### src/rtl/bus_timer_responder.sv
// Strobe/ack bus responder with a memory-mapped, prescaled, down-counting timer.
// The register window is decoded locally; the timer raises a level interrupt on underflow.
module bus_timer_responder #(
  parameter logic [31:0] BASE_ADDR   = 32'hF000_0000,
  parameter logic [31:0] ADDR_MASK   = 32'hFFFF_FFE0,
  parameter int unsigned WAIT_STATES = 1,
  parameter int unsigned PRESC_W     = 16
) (
  input  logic        clk,
  input  logic        rst_ni,
  input  logic        stb_i,
  input  logic        we_i,
  input  logic [31:0] adr_i,
  input  logic [31:0] dat_i,
  input  logic [3:0]  sel_i,
  output logic        ack_o,
  output logic [31:0] dat_o,
  output logic        irq_o
);

  typedef enum logic [1:0] {StIdle, StWait, StAck} state_e;

  localparam logic [3:0] WaitInit  = (WAIT_STATES == 0) ? 4'd0 : 4'(WAIT_STATES - 1);
  localparam logic [2:0] RegCtrl   = 3'd0;
  localparam logic [2:0] RegLoad   = 3'd1;
  localparam logic [2:0] RegCount  = 3'd2;
  localparam logic [2:0] RegPresc  = 3'd3;
  localparam logic [2:0] RegStatus = 3'd4;

  state_e              state_q;
  logic [3:0]          wcnt_q;
  logic                we_q;
  logic [2:0]          reg_q;
  logic [31:0]         wdat_q;
  logic [3:0]          sel_q;
  logic                ack_q;
  logic [31:0]         rdat_q;
  logic                irq_q;
  logic [2:0]          ctrl_q;    // {RELOAD, IE, EN}
  logic [31:0]         load_q;
  logic [31:0]         count_q;
  logic [PRESC_W-1:0]  presc_q;
  logic [PRESC_W-1:0]  pcnt_q;
  logic                pend_q;

  logic                hit;
  logic                access;
  logic                acc_we;
  logic [2:0]          acc_reg;
  logic [31:0]         acc_dat;
  logic [3:0]          acc_sel;
  logic [31:0]         rd_mux;
  logic [PRESC_W-1:0]  presc_nx;
  logic                tick;
  logic                wr_ctrl, wr_load, wr_count, wr_presc, wr_status;

  function automatic logic [31:0] merge(input logic [31:0] old_v, input logic [31:0] new_v,
                                        input logic [3:0] sel);
    logic [31:0] res;
    for (int k = 0; k < 4; k++) begin
      res[8*k +: 8] = sel[k] ? new_v[8*k +: 8] : old_v[8*k +: 8];
    end
    return res;
  endfunction

  assign hit = stb_i && ((adr_i & ADDR_MASK) == BASE_ADDR);

  // The access fires on the edge that enters StAck; with no wait states it uses the live bus.
  always_comb begin
    access  = 1'b0;
    acc_we  = we_q;
    acc_reg = reg_q;
    acc_dat = wdat_q;
    acc_sel = sel_q;
    unique case (state_q)
      StIdle: begin
        if (hit && (WAIT_STATES == 0)) begin
          access  = 1'b1;
          acc_we  = we_i;
          acc_reg = adr_i[4:2];
          acc_dat = dat_i;
          acc_sel = sel_i;
        end
      end
      StWait:  access = stb_i && (wcnt_q == 4'd0);
      default: ;
    endcase
  end

  assign wr_ctrl   = access && acc_we && (acc_reg == RegCtrl);
  assign wr_load   = access && acc_we && (acc_reg == RegLoad);
  assign wr_count  = access && acc_we && (acc_reg == RegCount);
  assign wr_presc  = access && acc_we && (acc_reg == RegPresc);
  assign wr_status = access && acc_we && (acc_reg == RegStatus);

  always_comb begin
    rd_mux = '0;
    case (acc_reg)
      RegCtrl:   rd_mux = {29'd0, ctrl_q};
      RegLoad:   rd_mux = load_q;
      RegCount:  rd_mux = count_q;
      RegPresc:  rd_mux = 32'(presc_q);
      RegStatus: rd_mux = {31'd0, pend_q};
      default:   rd_mux = '0;
    endcase
  end

  always_comb begin
    presc_nx = presc_q;
    for (int b = 0; b < int'(PRESC_W); b++) begin
      if (acc_sel[b/8]) presc_nx[b] = acc_dat[b];
    end
  end

  assign tick = ctrl_q[0] && (pcnt_q == presc_q);

  always_ff @(posedge clk or negedge rst_ni) begin
    if (!rst_ni) begin
      state_q <= StIdle;
      wcnt_q  <= '0;
      we_q    <= 1'b0;
      reg_q   <= '0;
      wdat_q  <= '0;
      sel_q   <= '0;
      ack_q   <= 1'b0;
      rdat_q  <= '0;
    end else begin
      unique case (state_q)
        StIdle: begin
          if (hit) begin
            we_q   <= we_i;
            reg_q  <= adr_i[4:2];
            wdat_q <= dat_i;
            sel_q  <= sel_i;
            if (WAIT_STATES == 0) begin
              state_q <= StAck;
            end else begin
              state_q <= StWait;
              wcnt_q  <= WaitInit;
            end
          end
        end
        StWait: begin
          if (!stb_i)                state_q <= StIdle;
          else if (wcnt_q == 4'd0)   state_q <= StAck;
          else                       wcnt_q  <= wcnt_q - 4'd1;
        end
        StAck: begin
          if (!stb_i) begin
            state_q <= StIdle;
            ack_q   <= 1'b0;
            rdat_q  <= '0;
          end
        end
        default: state_q <= StIdle;
      endcase
      if (access) begin
        ack_q  <= 1'b1;
        rdat_q <= acc_we ? 32'd0 : rd_mux;
      end
    end
  end

  always_ff @(posedge clk or negedge rst_ni) begin
    if (!rst_ni) begin
      ctrl_q  <= '0;
      load_q  <= '0;
      count_q <= '0;
      presc_q <= '0;
      pcnt_q  <= '0;
      pend_q  <= 1'b0;
      irq_q   <= 1'b0;
    end else begin
      irq_q  <= pend_q & ctrl_q[1];
      pcnt_q <= (!ctrl_q[0] || tick || wr_presc) ? '0 : pcnt_q + 1'b1;
      // Later assignments win: a PEND set beats W1C, bus writes beat timer updates.
      if (wr_status && acc_sel[0] && acc_dat[0]) pend_q <= 1'b0;
      if (tick) begin
        if (count_q != 32'd0) begin
          count_q <= count_q - 32'd1;
        end else begin
          pend_q <= 1'b1;
          if (ctrl_q[2]) count_q   <= load_q;
          else           ctrl_q[0] <= 1'b0;
        end
      end
      if (wr_ctrl && acc_sel[0]) ctrl_q  <= acc_dat[2:0];
      if (wr_load)               load_q  <= merge(load_q, acc_dat, acc_sel);
      if (wr_count)              count_q <= merge(count_q, acc_dat, acc_sel);
      if (wr_presc)              presc_q <= presc_nx;
    end
  end

  assign ack_o = ack_q;
  assign dat_o = rdat_q;
  assign irq_o = irq_q;

endmodule

### config.mk
export PLATFORM = sky130hd
export DESIGN_NAME = bus_timer_responder
export DESIGN_NICKNAME = d
export VERILOG_FILES = /design/src/rtl/bus_timer_responder.sv
export SDC_FILE = /design/constraint.sdc
export NUM_CORES = 1
export LEC_CHECK = 0
export BUFFER_PORTS_ARGS = -buffer_cell sky130_fd_sc_hd__buf_4
export CORE_ASPECT_RATIO = 1.75
export CORE_UTILIZATION = 47
export DETAILED_ROUTE_END_ITERATION = 6
export PLACE_DENSITY = 0.7
export SLEW_MARGIN = 20
export SYNTH_ARGS = -nofsm -noshare
export SYNTH_HDL_FRONTEND = slang
export SYNTH_SLANG_ARGS = --single-unit
### constraint.sdc
create_clock -name clk -period 2 [get_ports clk]
set_input_delay 0.3 -clock clk [delete_from_list [all_inputs] [get_ports clk]]
set_output_delay 0.3 -clock clk [all_outputs]
set_load 0.01 [all_outputs]
# Word-level counts from Yosys, hierarchy flattened
# Cells that the tools add are included.
dict set report word_totals {
  register_bits 180
  latchBits 0
  mem_bits_rw 0
  romBits 0
  inputBits 72
  out_inout_bits 34
  word_cells 120
  n_memories 0
}
dict set report classes {
  n_addsub 3
  mul 0
  div 0
  magnitude_cmp 0
  n_eq_ne 20
  shift 0
  n_mux 34
  n_bitwise 1
  reduce_logical 39
}
# cell count
set ops {}
lappend ops {{$mux W32} 8}
lappend ops {{$pmux W32 S5} 1}
lappend ops {{$mux W8} 4}
lappend ops {{$reduce_bool A32 Y1} 1}
lappend ops {{$sub A32 B1 Y32 const B} 1}
lappend ops {{$eq A27 B27 Y1 const B} 1}
lappend ops {{$reduce_and A3 Y1} 6}
lappend ops {{$add A16 B1 Y16 const B} 1}
lappend ops {{$eq A16 B16 Y1} 1}
lappend ops {{$mux W16} 1}
lappend ops {{$ne A2 B2 Y1 const B} 8}
lappend ops {{$reduce_and A2 Y1} 8}
lappend ops {{$logic_and A1 B1 Y1} 12}
lappend ops {{$mux W4} 3}
lappend ops {{$mux W1} 11}
lappend ops {{$mux W2} 4}
lappend ops {{$pmux W4 S2} 1}
lappend ops {{$reduce_bool A2 Y1} 4}
lappend ops {{$eq A3 B2 Y1 const B} 2}
lappend ops {{$ne A2 B1 Y1 const B} 3}
lappend ops {{$pmux W2 S3} 1}
lappend ops {{$logic_not A4 Y1} 1}
lappend ops {{$reduce_and A4 Y1} 1}
lappend ops {{$sub A4 B1 Y4 const B} 1}
lappend ops {{11 further kinds} 12}

# Longest topological paths before layout
# Gate-level depths: netlist of the first run.
dict set report logic_depth {
  word_depth 10
  depth_mapped 10
  depth_no_buf 8
}

# Least setup slack after synthesis of the first run
# OpenSTA, ideal clock, no wires.
dict set report synth_path {
  kind {flip-flop to flip-flop}
  from {reg wcnt_q[0]}
  to {reg count_q[10]}
  setup_ns 0.125
  arrival_time_ns 2.023
  t_required_ns 1.875
  setup_slack_ns -0.148
  path_stages_with_launch 10
  n_path_buf 1
  period_less_slack_ns 2.148
  path_cell_list {dfrtp_1 > inv_1 > ha_1 > nor3b_1 > nand4_1 > nand2_1 > a211oi_2 > nand2b_4 > buf_6 > mux2_4}
}
dict set report synth_between {
  elab_chain_len 7
  word_cells_on_any_way 10
  cone_classes {1 x eq/ne; 2 x mux; 7 x reduce/logical}
}
# item line_no
set synth_lines {}
lappend synth_lines {{start: declaration} 31} ;# logic [3:0] wcnt_q;
lappend synth_lines {{start signal: assignment} 139} ;# wcnt_q <= WaitInit;
lappend synth_lines {{start signal: assignment} 146} ;# else wcnt_q <= wcnt_q - 4'd1;
lappend synth_lines {{$logic_not A4 Y1 (*)} 85} ;# StWait: access = stb_i && (wcnt_q == 4'd0);
lappend synth_lines {{$logic_and A1 B1 Y1 (*)} 85}
lappend synth_lines {{$mux W1 (*)} 75} ;# unique case (state_q)
lappend synth_lines {{$logic_and A1 B1 Y1 (*) (2 in a row)} 92} ;# assign wr_count = access && acc_we && (acc_reg == RegCount);
lappend synth_lines {{$ne A2 B2 Y1 (no source line) (tied with other cells)} -}
lappend synth_lines {{$reduce_and A3 Y1 (no source line)} -}
lappend synth_lines {{end signal: assignment} 180} ;# count_q <= count_q - 32'd1;
lappend synth_lines {{end signal: assignment} 183} ;# if (ctrl_q[2]) count_q <= load_q;
lappend synth_lines {{end signal: assignment} 189} ;# if (wr_count) count_q <= merge(count_q, acc_dat, acc_sel);
lappend synth_lines {{end: declaration} 41} ;# logic [31:0] count_q;
# Mark *: on every way between the ends. The rest lies on a longest branch, timed or not.
# A chain may end at the register's enable or synchronous reset.

# Worst setup path after layout of the first run
dict set report layout_path {
  from {reg presc_q[7]}
  to {reg count_q[20]}
}
dict set report layout_between {
  elab_chain_len 4
}
# item line_no
set layout_lines {}
lappend layout_lines {{start: declaration} 42} ;# logic [PRESC_W-1:0] presc_q;
lappend layout_lines {{start signal: assignment} 190} ;# if (wr_presc) presc_q <= presc_nx;
lappend layout_lines {{$eq A16 B16 Y1} 115} ;# assign tick = ctrl_q[0] && (pcnt_q == presc_q);
lappend layout_lines {{$logic_and A1 B1 Y1} 115}
lappend layout_lines {{$reduce_bool A2 Y1 (no source line)} -}
lappend layout_lines {{$reduce_and A3 Y1 (no source line)} -}
# No other way between the ends.

==> results.py, run 1 <==
metrics = {
    "run_status": {
        "status": "finished, violations left",
        "violations": "setup timing",
    },
    "final_layout": {
        "num_antenna_cells": 0,
        "nFillCells": 1426,
        "drive_gt1_frac": 0.4611,
        "nets": 1196,
        "syn2layout_area_growth_pct": 41.11,
    },
    "cts": {
        "cts.sinks": 180,
        "tritoncts": "built",
        "clk_latency_ns": 0.45,
        "cts_buffer_depth": 2,
        "numCtsBuffers": 17,
        "cts-htree-levels": 4,
        "cts.root.buffer_cell": "clkbuf_16",
        "cts.clk_slew.worst_paths_ns": 0.07,
    },
    "power": {
        "seq_power_share": 0.492,
        "ir_worst_vdd_mv": 0.5175,
        "cellInternalPower_w": 0.005740,
        "power.density_nw_per_um2": 575.0,
        "p_switching_w": 0.001658,
        "switching_share": 0.2241,
        "power.leakage_nw": 6.197,
        "combPwrFrac": 0.026,
        "clkPwrFrac": 0.482,
    },
    "die": {
        "core_um2": 19110,
        "die_x_um": 107.3,
        "start_util": 0.4770,
        "pin_count": 106,
        "die_area_um2": 19980,
        "fp.dieH_um": 186.3,
        "rows": 67,
    },
    "logic_synthesis": {
        "synth_edf_count": 0,
        "ys_ff_latch": 180,
        "seq_area_frac_synth": 0.4940,
        "syn_area_um2": 9117,
        "post-synth-top-area-cell": "dfrtp_1",
        "ys_async_sr_fraction": 1.000,
        "yosys.area.top_type_share": 0.4940,
        "ys_warn_count": 0,
        "yosysMostFrequentCell": "dfrtp_1",
        "syn_area_per_cell_um2": 10.64,
        "synth_commonest_cells": "dfrtp_1, mux2_2, nand2_1",
        "netlist_instances": 857,
        "synth_ff_type": "dfrtp_1",
        "ys_types": 74,
        "synth_top_cells_by_area": "dfrtp_1, mux2_2, nand2_1",
        "syn_nets": 933,
    },
    "timing": {
        "period_share": 1.073,
        "hold_viol_final": 0,
        "fin_crit_ns": 2.147,
        "finalClockSkew_ns": 0.01133,
        "tns_ns": -2.766,
        "grt_setup_unrepaired": "true",
        "setup_viol": 45,
        "slew_headroom": 0.6203,
        "tightest_slew_ns": 0.5696,
        "fmax_mhz": 465.8,
        "slew_violations": 0,
        "worst_slack_ns": -0.1469,
    },
    "min_path": {
        "hp-class": "in2reg",
        "hold_depth": 2,
    },
    "routing": {
        "wl_per_cell_um": 20.01,
        "post-route-drc-count": 0,
        "dr.pass1.iters": 5,
        "ant_nets": 0,
        "vias_per_cell": 5.853,
        "drt_iter0_drc": 368,
        "wl_um": 27470,
        "vias": 8036,
    },
    "critical_path": {
        "required_ns": 2.36,
        "critPathLaunchType": "flop",
        "worstPathCellList": "xor2_1 > nor4_2 > nand4_4 > buf_6 > o31ai_4 > buf_6 > a21oi_2 > a31oi_1",
        "slowest_stage": "dfrtp_1",
        "reg2reg_depth": 8,
        "path_delay_family": "simple AND/OR/NAND/NOR gates",
        "r2r_slack_ns": -0.15,
        "cp.arrival_ns": 2.51,
        "path_common_cell": "buf_6",
        "cp_num_cells": 8,
        "crit_type": "reg2reg",
        "path_max_fanout": 5,
        "cp.buffers_inverters": 2,
        "max_stage_delay_ns": 0.42,
        "setup.worst_path.end_class": "flop",
    },
    "place": {
        "dp_worst_setup_slack_ns": -0.3244,
        "hpwl_um": 19040,
        "port_buffers": 103,
        "globalplace.congestion": 0.9027,
    },
    "job": {
        "maxCapViolCount": 0,
    },
    "global_route": {
        "first_global_vias": 8290,
        "grt_antenna_before_repair": 0,
        "grtUsageTotal": 0.2826,
        "grt-ovfl-total": 0,
        "grt_max_degree": 103,
        "grt_pass1_wl_um": 42560,
    },
}
==> worst reg2reg max path: stages, from the launching register on <==
cell and delay, ns:
dfrtp_1 0.42, xor2_1 0.19, nor4_2 0.41, nand4_4 0.18, buf_6 0.17, o31ai_4 0.27
buf_6 0.19, a21oi_2 0.07, a31oi_1 0.16
==> final timing paths <==
kind                                             start                       to
worst max-delay path            presc_q[7]$_DFFE_PN0P_  count_q[20]$_DFFE_PN0P_
worst min-delay path                         dat_i[19]  acc_dat[19]$_DFFE_PN0P_
worst max register to register  presc_q[7]$_DFFE_PN0P_  count_q[20]$_DFFE_PN0P_
worst min register to register   dat_o[29]$_DFFE_PN0P_    dat_o[29]$_DFFE_PN0P_
max in group asynchronous                       rst_ni  acc_dat[13]$_DFFE_PN0P_
min in group asynchronous                       rst_ni  acc_dat[27]$_DFFE_PN0P_
==> area by class of cell <==
type                       instances  area (um^2)  area share
multi-input combinational        610         4860      0.3777
sequential                       180         4506      0.3502
timing repair buffer             293         2517      0.1957
clock buffer                      17        425.4     0.03306
tap                              241        301.5     0.02344
clock inverter                    14        188.9     0.01468
inverter                          18        67.56    0.005251
==> metrics by stage <==
step	hold slack [ns]	power [W]	instances	utilization	cell area [um^2]
after floorplan	0.004409	0.003715	857	-	9165
after global routing	0.06331	0.007590	1373	0.6731	12870
final	0.07771	0.007398	1373	0.6731	12870
after global placement	0.1002	0.003901	1314	0.5945	11360
after detailed placement	0.09987	0.003904	1314	0.5945	11360
after CTS	0.06687	0.007442	1361	0.6542	12500
==> cell usage in the layout (no fill, tap or decap), types with 4 or more instances in the layout <==
cell	instances
buf_4	250
dfrtp_1	179
nand2_1	91
mux2_2	77
o21ai_0	47
nor2_1	47
a22oi_1	29
mux2_4	27
buf_6	24
xor2_1	23
a31oi_1	21
clkbuf_16	17
inv_1	16
nand3_1	15
nor3_1	14
xnor2_1	14
a21oi_2	14
nand4_1	13
buf_12	13
o211ai_1	10
or3_1	9
nor4_1	9
a21oi_1	9
o21ai_1	7
inv_6	7
nor4_2	6
nand2_2	6
nand2b_1	5
nand3b_1	4
nor4_4	4
and4_4	4
o31ai_4	4
nor2_2	4
o22a_1	4
o221ai_1	4
==> layer usage <==
| layer | routed length, um | global-route usage | up-vias |
|---|---|---|---|
| met5 | 0 | 0 | - |
| met4 | 1171 | 0.1584 | 0 |
| met3 | 868 | 0.04251 | 86 |
| met2 | 15290 | 0.5236 | 231 |
| met1 | 10140 | 0.3038 | 4044 |
| li1 | - | - | 3675 |
==> power groups by stage <==
| stage | logic [W] | clock network [W] | registers (W) |
|---|---|---|---|
| 4_1_cts | 0.000200 | 0.00360 | 0.00364 |
| 2_1_floorplan | 0.00000527 | 0 | 0.00371 |
| 3_3_place_gp | 0.000192 | 0 | 0.00371 |
| 6_report | 0.000196 | 0.00356 | 0.00364 |
| 3_5_place_dp | 0.000195 | 0 | 0.00371 |
| 5_1_grt | 0.000218 | 0.00374 | 0.00364 |
==> timing repair <==
action                     in CTS  in global routing
setup endpoints to repair     111                137
setup buffers                  11                 16
hold buffers                    1                  0
resized for setup              92                 67
hold endpoints to repair      135                  0
pin swaps                      25                 19
gates cloned                    4                  1
==> cell families (layout without fill, tap and decap cells) <==
group / after synthesis / count (layout) / synth area share
AO/OA/AOI/OAI: 188 / 188 / 0.1390
XOR/XNOR: 37 / 37 / 0.03554
AND/OR/NAND/NOR: 272 / 272 / 0.1548
adder cells (fa/ha/maj): 4 / 4 / 0.005489
multiplexers: 109 / 109 / 0.1397
buffers and inverters: 67 / 342 / 0.03143
flip-flops: 180 / 180 / 0.4940
Note: power is estimated with default switching activity, not from simulation.
==> inputs of run 2 (changes only) <==
--- a/config.mk
+++ b/config.mk
@@ -5,6 +5,7 @@
 export SDC_FILE = /design/constraint.sdc
 export NUM_CORES = 1
 export LEC_CHECK = 0
+export ABC_AREA = 1
 export BUFFER_PORTS_ARGS = -buffer_cell sky130_fd_sc_hd__buf_4
 export CORE_ASPECT_RATIO = 1.75
 export CORE_UTILIZATION = 47
==> results.py, run 2 <==
metrics = {
    "power": {
        "clkPwrFrac": 0.440,
        "seq_power_share": 0.503,
        "p_switching_w": 0.001707,
        "cellInternalPower_w": 0.005740,
        "power.density_nw_per_um2": 593.3,
        "ir_worst_vdd_mv": 0.5666,
        "power.leakage_nw": 6.386,
        "switching_share": 0.2292,
        "combPwrFrac": 0.057,
    },
    "critical_path": {
        "max_stage_delay_ns": 0.39,
        "path_delay_family": "simple AND/OR/NAND/NOR gates",
        "r2r_start": "wcnt_q[1]$_DFFE_PN0P_",
        "critPathLaunchType": "flop",
        "cp_num_cells": 14,
        "path_max_fanout": 6,
        "cp.arrival_ns": 2.38,
        "setup.worst_path.end_class": "flop",
        "worstSetupStartpoint": "wcnt_q[1]$_DFFE_PN0P_",
        "required_ns": 2.39,
        "slowest_stage": "dfrtp_1",
        "worstPathCellList": "inv_2 > ha_4 > nand2_4 > nor2_4 > nand2_2 > nor2_4 > nand2_4 > buf_12 > clkinvlp_4 > clkbuf_16 > nand2_1 > nand2_1 > nand2_1 > nand2_1",
        "crit_type": "reg2reg",
        "reg2reg_depth": 14,
        "cp.buffers_inverters": 4,
        "path_common_cell": "nand2_1",
    },
    "die": {
        "rows": 69,
        "core_um2": 20460,
        "die_area_um2": 21590,
        "pin_count": 106,
        "fp.dieH_um": 193.6,
        "die_x_um": 111.5,
        "start_util": 0.4820,
    },
    "global_route": {
        "grt_max_degree": 48,
        "grt_pass1_wl_um": 46690,
        "grtUsageTotal": 0.2780,
        "grt-ovfl-total": 0,
        "grt_antenna_before_repair": 0,
        "first_global_vias": 9298,
    },
    "logic_synthesis": {
        "yosys.area.top_type_share": 0.4567,
        "ys_ff_latch": 180,
        "syn_area_per_cell_um2": 7.251,
        "post-synth-top-area-cell": "dfrtp_1",
        "yosysMostFrequentCell": "nand2_1",
        "syn_area_um2": 9862,
        "ys_types": 39,
        "synth_ff_type": "dfrtp_1",
        "seq_area_frac_synth": 0.4567,
        "synth_top_cells_by_area": "dfrtp_1, nand2_1, nand3_1",
        "synth_edf_count": 0,
        "netlist_instances": 1360,
        "syn_nets": 1436,
        "ys_warn_count": 0,
        "ys_async_sr_fraction": 1.000,
        "synth_commonest_cells": "nand2_1, dfrtp_1, inv_1",
    },
    "cts": {
        "tritoncts": "built",
        "clk_latency_ns": 0.45,
        "cts-htree-levels": 4,
        "numCtsBuffers": 17,
        "cts.clk_slew.worst_paths_ns": 0.07,
        "cts.root.buffer_cell": "clkbuf_16",
        "cts.sinks": 180,
        "cts_buffer_depth": 2,
    },
    "min_path": {
        "hp-start": "dat_i[9]",
        "hp-class": "in2reg",
        "hold_depth": 3,
    },
    "final_layout": {
        "syn2layout_area_growth_pct": 27.29,
        "final_cell_area_um2": 12550,
        "num_antenna_cells": 0,
        "nets": 1617,
        "final_cell_mix": "nand2_1, buf_4, dfrtp_1",
        "drive_gt1_frac": 0.2099,
        "final_cells": 1801,
        "final_common_cell": "nand2_1",
    },
    "place": {
        "dpl_cell_area_um2": 11530,
        "globalplace.congestion": 0.9639,
        "port_buffers": 103,
        "dpl.cell_count": 1752,
        "hpwl_um": 21750,
    },
    "timing": {
        "finalClockSkew_ns": 0.01297,
        "grt_setup_unrepaired": "true",
        "slew_headroom": 0.6273,
        "fmax_mhz": 500.5,
        "period_share": 0.9989,
        "fin_crit_ns": 1.998,
        "setup_viol": 0,
        "hold_viol_final": 0,
        "slew_violations": 0,
        "tightest_slew_ns": 0.5591,
    },
    "routing": {
        "vias_per_cell": 5.305,
        "drt_iter0_drc": 502,
        "dr.pass1.iters": 7,
        "vias": 9555,
        "wl_per_cell_um": 16.34,
        "ant_nets": 0,
        "wl_um": 29430,
        "post-route-drc-count": 4,
    },
    "job": {
        "maxCapViolCount": 0,
    },
    "run_status": {
        "status": "finished, violations left",
        "violations": "DRC",
    },
}
run 2: changes by cell type after synthesis, sizes merged, moves of 11 or more:
| cell | delta |
|---|---|
| or3 | -11 |
| xnor2 | -14 |
| a31oi | -22 |
| mux2 | -104 |
| o22ai | +38 |
| o21ai | +31 |
| nand3 | +146 |
| a22oi | -29 |
| nand2 | +336 |
| inv | +151 |
| nor2 | +88 |
run 2: per-stage QoR:
step | hold slack [ns] | total power, W | setup WS [ns] | utilization | TNS, ns
6_report | 0.08177 | 0.007447 | 0.002127 | 0.6135 | 0
5_1_grt | 0.07168 | 0.007683 | -0.1184 | 0.6135 | -2.082
4_1_cts | 0.06911 | 0.007479 | 0.007332 | 0.5923 | 0
3_5_place_dp | 0.2774 | 0.004238 | 0.005248 | 0.5635 | 0
3_3_place_gp | 0.2782 | 0.004228 | 0.01445 | 0.5635 | 0
2_1_floorplan | 0.004409 | 0.003919 | 0.2232 | - | 0
run 2: final cells by class:
cell class | instances | area [um^2]
fillers | 1875 | 7908
multi-input cells | 961 | 4745
clock buffers | 20 | 466.7
flip-flops and latches | 180 | 4504
clock inverters | 11 | 102.6
inverters | 172 | 649.4
repair buffers | 209 | 1775
well taps | 248 | 310.3
run 2: power by group through the flow:
stage,Sequential (W),Clock [W],Combinational (W)
2_1_floorplan,0.00385,0,0.0000721
3_3_place_gp,0.00382,0,0.000413
3_5_place_dp,0.00382,0,0.000421
4_1_cts,0.00375,0.00331,0.000424
5_1_grt,0.00376,0.00346,0.000467
6_report,0.00375,0.00327,0.000423
run 2: layer usage:
metal / track usage / vias up / share of wire
met4: 0.1301 / 0 / 0.040
met1: 0.3070 / 4499 / 0.38
met3: 0.04126 / 66 / 0.035
li1: - / 4739 / -
met2: 0.5171 / 251 / 0.54
met5: 0 / - / 0
run 2: kinds of logic (layout without fill, tap and decap cells):
logic type | Yosys count | in the layout | share of synthesized area
AOI/OAI and AO/OA | 169 | 169 | 0.09604
xor gates and xnor gates | 13 | 13 | 0.01155
adders and majority gates | 4 | 4 | 0.005075
buffers and inverters | 221 | 412 | 0.09071
and+or+nand+nor | 773 | 775 | 0.3399
DFF | 180 | 180 | 0.4567
run 2: final timing paths:
kind                                            to  slack, ns
setup reg to reg           count_q[16]$_DFFE_PN0P_      0.002
setup / recovery           count_q[16]$_DFFE_PN0P_      0.002
max in group asynchronous      pcnt_q[1]$_DFF_PN0_       1.00
hold / removal              acc_dat[9]$_DFFE_PN0P_       0.08
hold reg to reg            acc_dat[12]$_DFFE_PN0P_       0.47
min in group asynchronous     dat_o[3]$_DFFE_PN0P_       0.37
run 2: repair_timing:
action,CTS,global route
hold buffers,1,0
pin swaps,0,51
setup endpoints to repair,2,69
resized for setup,2,70
endpoints found under the hold margin,40,0
buffers inserted,0,12
gates cloned,0,5
run 2: worst reg2reg max path: cells and delay by family, from the launching register on:
family                     cells  cell delay (ns)
and+or+nand+nor                9             0.76
DFF                            1             0.39
buffers and inverters          4             0.65
adders and majority gates      1             0.15
==> inputs of run 3 (changes only) <==
--- a/config.mk
+++ b/config.mk
@@ -10,7 +10,7 @@
 export CORE_ASPECT_RATIO = 1.75
 export CORE_UTILIZATION = 47
 export DETAILED_ROUTE_END_ITERATION = 6
-export PLACE_DENSITY = 0.7
+export PLACE_DENSITY = 0.67
 export SLEW_MARGIN = 20
 export SYNTH_ARGS = -nofsm -noshare
 export SYNTH_HDL_FRONTEND = slang
==> constraint.sdc (replaced) <==
create_clock -name clk -period 2.5 [get_ports clk]
set_input_delay 0.375 -clock clk [delete_from_list [all_inputs] [get_ports clk]]
set_output_delay 0.375 -clock clk [all_outputs]
set_load 0.01 [all_outputs]
==> results.py, run 3 (synthesis gave the netlist of run 2 again) <==
metrics = {
    "min_path": {
        "holdPathEnd": "acc_dat[24]$_DFFE_PN0P_",
        "hold_depth": 3,
        "hp-class": "in2reg",
        "hp-start": "dat_i[24]",
    },
    "cts": {
        "clk_latency_ns": 0.44,
        "cts-htree-levels": 4,
        "numCtsBuffers": 17,
        "post_cts_resized": 0,
        "cts_buffer_depth": 2,
        "cts.sinks": 180,
        "cts.clk_slew.worst_paths_ns": 0.07,
        "cts.root.buffer_cell": "clkbuf_16",
        "tritoncts": "built",
    },
    "timing": {
        "slew_violations": 0,
        "setup_viol": 0,
        "grt_setup_unrepaired": "false",
        "tns_ns": 0,
        "tightest_slew_ns": 0.8583,
        "fmax_mhz": 440.4,
        "hold_slack_ns": 0.1625,
        "finalClockSkew_ns": 0.01008,
        "period_share": 0.9083,
        "fin_crit_ns": 2.271,
        "slew_headroom": 0.4278,
        "hold_viol_final": 0,
    },
    "routing": {
        "wl_per_cell_um": 16.19,
        "wl_um": 28030,
        "post-route-drc-count": 0,
        "drt_iter0_drc": 430,
        "dr.pass1.iters": 5,
        "vias": 9133,
        "ant_nets": 0,
        "vias_per_cell": 5.276,
    },
    "power": {
        "power.density_nw_per_um2": 531.6,
        "ir_worst_vdd_mv": 0.5713,
        "power.leakage_nw": 5.930,
    },
    "run_status": {
        "status": "finished clean",
    },
    "critical_path": {
        "r2r_slack_ns": 0.23,
        "path_common_cell": "nand2_1",
        "reg2reg_depth": 12,
        "cp.arrival_ns": 2.60,
        "worstPathCellList": "inv_1 > ha_1 > nand2_1 > nor2_2 > nand2_2 > nor2_4 > nand2_4 > clkinv_1 > nand2_1 > nand2_1 > nand2_1 > nand2_1",
        "critPathLaunchType": "flop",
        "setup.worst_path.end_class": "flop",
        "required_ns": 2.83,
        "r2r_end": "count_q[16]$_DFFE_PN0P_",
        "crit_type": "reg2reg",
        "slowest_stage": "clkinv_1",
        "r2r_start": "wcnt_q[0]$_DFFE_PN0P_",
        "max_stage_delay_ns": 0.56,
        "path_max_fanout": 19,
    },
    "global_route": {
        "grt_util_met1": 0.2989,
        "first_global_vias": 9182,
        "grt_max_degree": 49,
        "grt_pass1_wl_um": 46060,
        "grt_busiest_layer": "met2",
        "grt_antenna_before_repair": 0,
        "grtUsageMet2": 0.5111,
        "gr-usage-met3": 0.03970,
        "grtUsageTotal": 0.2729,
        "grt-ovfl-total": 0,
    },
    "die": {
        "die_x_um": 111.5,
        "rows": 69,
        "pin_count": 106,
        "core_um2": 20460,
        "die_area_um2": 21590,
        "start_util": 0.4820,
        "fp.dieH_um": 193.6,
    },
    "final_layout": {
        "nets": 1546,
        "num_antenna_cells": 0,
        "drive_gt1_frac": 0.1409,
        "regArea_um2": 4504,
        "nFillCells": 1971,
        "multi_input_area_um2": 4492,
        "final_cell_mix": "nand2_1, dfrtp_1, inv_1",
        "final_common_cell": "nand2_1",
        "syn2layout_area_growth_pct": 18.40,
    },
    "job": {
        "maxCapViolCount": 0,
    },
    "place": {
        "port_buffers": 103,
        "globalplace.congestion": 0.9552,
        "hpwl_um": 21580,
    },
}
[run 3: final cells by class]
cell class	count	share of cell area
Inverter	172	0.05529
Clock buffer	18	0.03676
Timing Repair Buffer	140	0.09376
Clock inverter	14	0.01715
Sequential cell	180	0.3858
Multi-Input combinational cell	959	0.3847
Tap cell	248	0.02658
[run 3: layer usage]
layer,routed length [um],vias up
met5,0,-
met4,1073,0
met3,867,63
met2,15210,213
met1,10880,4280
li1,-,4577
[run 3: critical path: cells and delay by family, from the launching register on]
| family | cells | cell delay, ns |
|---|---|---|
| fa+ha+maj | 1 | 0.21 |
| buf+inv | 2 | 0.63 |
| flops | 1 | 0.35 |
| simple gates | 9 | 0.96 |
[run 3: worst max-delay path by stage]
| stage | startpoint | slack (ns) | to | depth (start not counted) |
|---|---|---|---|---|
| after floorplan | wcnt_q[0]$_DFFE_PN0P_ | 0.72 | count_q[1]$_DFFE_PN0P_ | 13 |
| after global placement | wcnt_q[0]$_DFFE_PN0P_ | 0.35 | load_q[9]$_DFFE_PN0P_ | 11 |
| after detailed placement | wcnt_q[0]$_DFFE_PN0P_ | 0.32 | load_q[13]$_DFFE_PN0P_ | 11 |
| after CTS | wcnt_q[0]$_DFFE_PN0P_ | 0.29 | count_q[16]$_DFFE_PN0P_ | 12 |
| after global routing | wcnt_q[0]$_DFFE_PN0P_ | 0.05 | presc_q[13]$_DFFE_PN0P_ | 11 |
| final | wcnt_q[0]$_DFFE_PN0P_ | 0.23 | count_q[16]$_DFFE_PN0P_ | 12 |
[run 3: power by group]
| part | switching [W] | leakage [nW] | total [W] | internal, W |
|---|---|---|---|---|
| clock | 0.00119 | 0.298 | 0.00288 | 0.00169 |
| combinational | 0.000154 | 3.31 | 0.000331 | 0.000177 |
| sequential | 0.0000321 | 2.32 | 0.00300 | 0.00297 |
[run 3: through the flow]
stage	utilization	setup slack (ns)	area, um^2	cells	total power [W]
after floorplan	-	0.7232	9862	1360	0.003135
after global placement	0.5394	0.3489	11040	1698	0.003385
after detailed placement	0.5394	0.3180	11040	1698	0.003390
after CTS	0.5707	0.2884	11680	1731	0.006272
after global routing	0.5707	0.05350	11680	1731	0.006396
final	0.5707	0.2292	11680	1731	0.006207
[run 3: what timing repair did]
item | in CTS | in global routing
endpoints found under the hold margin | 43 | 0
setup buffers | 0 | 0
hold buffers | 1 | 0
